[src/rtl/pdp1_mem_arbiter.sv]
// pdp1_mem_arbiter: two-port arbiter and sequencer for the 4K x 18 core memory.
// It shares one mm_* port between the CPU (port C) and the data-break channel
// (port D). Each access runs IDLE -> ACCESS -> DONE, so there is one access
// every three cycles. The CPU lock keeps read-modify-write sequences atomic.
// Optional feature macro: PDP1_MEMARB_RR_EN. When it is defined, ties between
// the ports are broken round-robin. When it is undefined, the CPU has fixed
// priority over the data-break channel.

`timescale 1ns/1ps

module pdp1_mem_arbiter #(
    parameter int AW = 12,
    parameter int DW = 18
) (
    input  logic          i_clk,
    input  logic          i_rst,

    input  logic          c_req,
    input  logic          c_we,
    input  logic          c_lock,
    input  logic [0:AW-1] c_adr,
    input  logic [0:DW-1] c_wdat,
    output logic          c_ack,
    output logic [0:DW-1] c_rdat,

    input  logic          d_req,
    input  logic          d_we,
    input  logic [0:AW-1] d_adr,
    input  logic [0:DW-1] d_wdat,
    output logic          d_ack,
    output logic [0:DW-1] d_rdat,

    output logic          mm_we,
    output logic [0:AW-1] mm_adr,
    input  logic [0:DW-1] mm_din,
    output logic [0:DW-1] mm_dout,

    output logic          arb_busy,
    output logic          arb_owner
);

    typedef enum logic [1:0] {
        ST_IDLE   = 2'd0,
        ST_ACCESS = 2'd1,
        ST_DONE   = 2'd2
    } state_t;

    state_t        state_q,    state_d;
    logic          mm_we_q,    mm_we_d;
    logic [0:AW-1] mm_adr_q,   mm_adr_d;
    logic [0:DW-1] mm_dout_q,  mm_dout_d;
    logic          c_ack_q,    c_ack_d;
    logic          d_ack_q,    d_ack_d;
    logic [0:DW-1] c_rdat_q,   c_rdat_d;
    logic [0:DW-1] d_rdat_q,   d_rdat_d;
    logic          owner_q,    owner_d;
    logic          lock_q,     lock_d;
    logic          lat_lock_q, lat_lock_d;
`ifdef PDP1_MEMARB_RR_EN
    logic          rr_q,       rr_d;
`endif

    logic          c_elig;
    logic          d_elig;
    logic          grant_any;
    logic          grant_d;

    // Decide which port may be granted in IDLE; the lock shuts out data break
    always_comb begin
        c_elig    = c_req;
        d_elig    = d_req & ~lock_q;
        grant_any = c_elig | d_elig;
`ifdef PDP1_MEMARB_RR_EN
        // rr_q == 0 means the CPU was granted last, so data break wins a tie
        grant_d   = d_elig & (~c_elig | ~rr_q);
`else
        grant_d   = d_elig & ~c_elig;
`endif
    end

    // Next-state and register updates for the three-phase memory cycle
    always_comb begin
        state_d    = state_q;
        mm_we_d    = mm_we_q;
        mm_adr_d   = mm_adr_q;
        mm_dout_d  = mm_dout_q;
        c_ack_d    = 1'b0;
        d_ack_d    = 1'b0;
        c_rdat_d   = c_rdat_q;
        d_rdat_d   = d_rdat_q;
        owner_d    = owner_q;
        lock_d     = lock_q;
        lat_lock_d = lat_lock_q;
`ifdef PDP1_MEMARB_RR_EN
        rr_d       = rr_q;
`endif

        case (state_q)
            ST_IDLE: begin
                if (grant_any) begin
                    state_d   = ST_ACCESS;
                    owner_d   = grant_d;
                    if (grant_d) begin
                        mm_we_d    = d_we;
                        mm_adr_d   = d_adr;
                        mm_dout_d  = d_wdat;
                        lat_lock_d = 1'b0;
                    end else begin
                        mm_we_d    = c_we;
                        mm_adr_d   = c_adr;
                        mm_dout_d  = c_wdat;
                        lat_lock_d = c_lock;
                    end
`ifdef PDP1_MEMARB_RR_EN
                    rr_d      = grant_d;
`endif
                end
            end

            ST_ACCESS: begin
                state_d = ST_DONE;
                mm_we_d = 1'b0;
                if (owner_q) begin
                    d_ack_d = 1'b1;
                    if (!mm_we_q) begin
                        d_rdat_d = mm_din;
                    end
                end else begin
                    c_ack_d = 1'b1;
                    if (!mm_we_q) begin
                        c_rdat_d = mm_din;
                    end
                end
            end

            ST_DONE: begin
                state_d = ST_IDLE;
                if (!owner_q) begin
                    lock_d = lat_lock_q;
                end
            end

            default: begin
                state_d = ST_IDLE;
                mm_we_d = 1'b0;
            end
        endcase
    end

    // State and datapath registers with synchronous reset
    always_ff @(posedge i_clk) begin
        if (i_rst) begin
            state_q    <= ST_IDLE;
            mm_we_q    <= 1'b0;
            mm_adr_q   <= '0;
            mm_dout_q  <= '0;
            c_ack_q    <= 1'b0;
            d_ack_q    <= 1'b0;
            c_rdat_q   <= '0;
            d_rdat_q   <= '0;
            owner_q    <= 1'b0;
            lock_q     <= 1'b0;
            lat_lock_q <= 1'b0;
`ifdef PDP1_MEMARB_RR_EN
            rr_q       <= 1'b0;
`endif
        end else begin
            state_q    <= state_d;
            mm_we_q    <= mm_we_d;
            mm_adr_q   <= mm_adr_d;
            mm_dout_q  <= mm_dout_d;
            c_ack_q    <= c_ack_d;
            d_ack_q    <= d_ack_d;
            c_rdat_q   <= c_rdat_d;
            d_rdat_q   <= d_rdat_d;
            owner_q    <= owner_d;
            lock_q     <= lock_d;
            lat_lock_q <= lat_lock_d;
`ifdef PDP1_MEMARB_RR_EN
            rr_q       <= rr_d;
`endif
        end
    end

    assign mm_we     = mm_we_q;
    assign mm_adr    = mm_adr_q;
    assign mm_dout   = mm_dout_q;
    assign c_ack     = c_ack_q;
    assign d_ack     = d_ack_q;
    assign c_rdat    = c_rdat_q;
    assign d_rdat    = d_rdat_q;
    assign arb_owner = owner_q;
    assign arb_busy  = (state_q != ST_IDLE);

endmodule

[config.mk]
export PLATFORM = sky130hd
export DESIGN_NAME = pdp1_mem_arbiter
export DESIGN_NICKNAME = d
export VERILOG_FILES = /design/src/rtl/pdp1_mem_arbiter.sv
export SDC_FILE = /design/constraint.sdc
export NUM_CORES = 1
export LEC_CHECK = 0
export ABC_AREA = 1
export BUFFER_PORTS_ARGS = -buffer_cell sky130_fd_sc_hd__buf_2
export CORE_MARGIN = 1
export CORE_UTILIZATION = 45
export DETAILED_ROUTE_END_ITERATION = 10
export GPL_ROUTABILITY_DRIVEN = 0
export PLACE_DENSITY = 0.78
export SYNTH_ARGS = -nofsm -noshare
export SYNTH_HDL_FRONTEND = slang
export SYNTH_SLANG_ARGS = --single-unit
[constraint.sdc]
create_clock -name i_clk -period 1.2 [get_ports i_clk]
set_input_delay 0.36 -clock i_clk [delete_from_list [all_inputs] [get_ports i_clk]]
set_output_delay 0.36 -clock i_clk [all_outputs]
set_load 0.005 [all_outputs]
==> impl_metrics.json <==
{
  "seq_power_share_pct": 44.5,
  "io_buffers": 155,
  "tightestPinTransition_ps": 217,
  "slew_viol_final": 0,
  "worst-path-max-fanout": 2,
  "r2r_slack_ps": -90,
  "clkPwrFrac_pct": 31.9,
  "max-vdd-ir-drop_v": 0.000656,
  "syn_nets": 607,
  "place_inst": 771,
  "finalPower_mw": 6.34,
  "h-tree-depth": 3,
  "cp-startpoint": "state_q[0]",
  "max_freq_ghz": 0.754,
  "fin_worst_skew_ps": 8.97,
  "die_area_um2": 7800,
  "finish.utilization_pct": 67.3,
  "hpwl_mm": 6.32,
  "num-nets-final": 785,
  "cp.required_ps": 840,
  "worstSetupPathType": "flip-flop to output pin",
  "drt-pass1-iter-count": 4,
  "cp_slowest_cell": "dfxtp_2",
  "preCtsSetupSlack_ps": -206,
  "antenna_found_initial": 0,
  "p_leak_nw": 2.79,
  "synth_area_per_cell_um2": 6.42,
  "crit_chain": "nor2_4 -> inv_2 -> buf_6",
  "grt_overflow": 0,
  "routedWlPerCell_um": 11.3,
  "p_switching_mw": 1.90,
  "hold_path.startpoint": "i_rst",
  "yosys_warnings": 0,
  "grt_pass1_wl_mm": 14.0,
  "clk_latency_ps": 350,
  "end_kind": "output pin",
  "p_int_mw": 4.44,
  "ant_nets": 0,
  "pwr-share-comb_pct": 23.5,
  "slew_headroom_pct": 85.5,
  "tritoncts": "yes",
  "min_period_over_period_pct": 111,
  "drive_gt1_share_pct": 38.9,
  "cts.clk_slew.worst_paths_ps": 90,
  "synthesis.area_um2": 3350,
  "drt_iter0_drc": 131,
  "ys_types": 16,
  "cts_buffer_depth": 2,
  "die_h_um": 88.3,
  "finalWorstSetupSlack_ps": -126,
  "cts-root-buf": "clkbuf_8",
  "switching_share_pct": 30.0,
  "die-width_um": 88.3,
  "min_period_ps": 1330,
  "ys_seq_elements": 74,
  "cts_hold_buf": 0,
  "timing.critical_path.to": "arb_busy",
  "route.vias.total": 3622,
  "design_area_um2": 4860,
  "area_growth_pct": 45.0,
  "syn_inst": 522,
  "drt_wl_total_mm": 9.07,
  "drc_errors": 0,
  "arrival_ps": 970,
  "seq_area_frac_synth_pct": 44.2,
  "fin_cells": 804,
  "reg2reg_depth": 9,
  "cap_violations": 0,
  "cts_buffers": 9,
  "startpoint_type": "flip-flop",
  "start_util_pct": 46.4,
  "r2r-start": "state_q[0]",
  "placed_area_um2": 4310,
  "grt_pass1_vias": 3160,
  "r2r_end": "mm_adr[7]",
  "coreArea_um2": 7210,
  "hold_path.class": "input pin to flip-flop",
  "grt_use_total_pct": 23.0,
  "clock_sinks": 74,
  "rsz0062_at_grt": "yes",
  "setup_tns_ps": -1710,
  "cpPeakStageDelay_ps": 350,
  "status": "finished with violations",
  "antenna_cells": 0,
  "whs_ps": 236,
  "grt_max_degree": 50,
  "vias_per_cell": 4.50,
  "failed_checks": "setup timing",
  "powerDensity_nw_per_um2": 1300,
  "io-pin-count": 156,
  "setup_viol_count_final": 25,
  "finalHoldViolations": 0,
  "fp-row-count": 31
}
==> cell type report <==
class | count | area [um2]
Clock inverter | 7 | 81.3
Sequential cell | 74 | 1540
Multi-Input combinational cell | 350 | 1480
Fill cell | 662 | 2360
Clock buffer | 9 | 124
Tap cell | 99 | 124
Inverter | 72 | 275
Timing Repair Buffer | 193 | 1240
==> worst max-delay path: cells and delay by family (launching register included) <==
| family | cells | cell delay [ps] |
|---|---|---|
| DFF | 1 | 350 |
| and+or+nand+nor | 1 | 110 |
| buffers and inverters | 2 | 150 |
==> flip-flops by register name (all words and copies together), names as in the netlist, 2 cells and up <==
register  flops
c_rdat       18
d_rdat       18
mm_adr       12
mm_dout      18
state_q       2
==> synthesized netlist by cell type <==
cell / count / area share [%]
o21ai_0: 39 / 5.8
nor2_8: 1 / 0.60
buf_1: 1 / 0.11
nand2_2: 2 / 0.37
buf_8: 2 / 0.90
clkbuf_1: 10 / 1.1
buf_2: 7 / 1.0
nor2_2: 7 / 1.3
inv_2: 4 / 0.45
buf_4: 6 / 1.3
nand3_1: 34 / 5.1
a21oi_1: 3 / 0.45
nand2_1: 128 / 14
nor2_1: 136 / 15
dfxtp_1: 74 / 44
inv_1: 68 / 7.6
==> worst min path at each step <==
stage	to	slack, ps	depth (start not counted)
floorplan	arb_owner	430	1
CTS	arb_owner	230	2
global placement	lat_lock_q	450	2
finish	arb_owner	240	2
detailed placement	lat_lock_q	460	2
global route	lat_lock_q	230	2
==> what timing repair did <==
item,in CTS,in global routing
buffers inserted,8,6
endpoints found under the setup margin,38,111
gates cloned,3,2
pin swaps,2,0
resized for setup,23,54
==> routing by layer <==
| metal | track usage (%) | up-vias | share of wire, % |
|---|---|---|---|
| met1 | 26.5 | 1566 | 43 |
| li1 | - | 1914 | - |
| met4 | 10.3 | 0 | 1.8 |
| met5 | 0 | - | 0 |
| met2 | 39.9 | 131 | 48 |
| met3 | 6.34 | 11 | 7.3 |
==> cells by family after synthesis <==
family / Yosys count / synth area share, %
buffers and inverters: 98 / 12.6
and+or+nand+nor: 308 / 36.9
DFF: 74 / 44.2
AOI/OAI and AO/OA: 42 / 6.27
==> power groups by stage <==
stage               Combinational [mW]  Sequential [mW]  Clock, mW
global placement                  1.25             2.84          0
global route                      1.68             2.85       2.18
CTS                               1.47             2.80       2.06
detailed placement                1.27             2.85          0
finish                            1.49             2.82       2.03
floorplan                        0.705             2.86          0
==> cells in the final DEF, fill, tap and decap left out, types with 2 or more instances in the layout <==
cell         n
a21oi_1      3
buf_12       5
buf_2      150
buf_4       24
buf_6       10
clkbuf_16    2
clkbuf_8     9
dfxtp_1     27
dfxtp_2     47
inv_1       66
inv_2        4
inv_4        2
inv_6        4
nand2_1    128
nand2_2      2
nand3_1     33
nor2_1     135
nor2_2       5
nor2_4       3
o21ai_0     34
o21ai_1      5
Power figures use the tool's default switching activity.
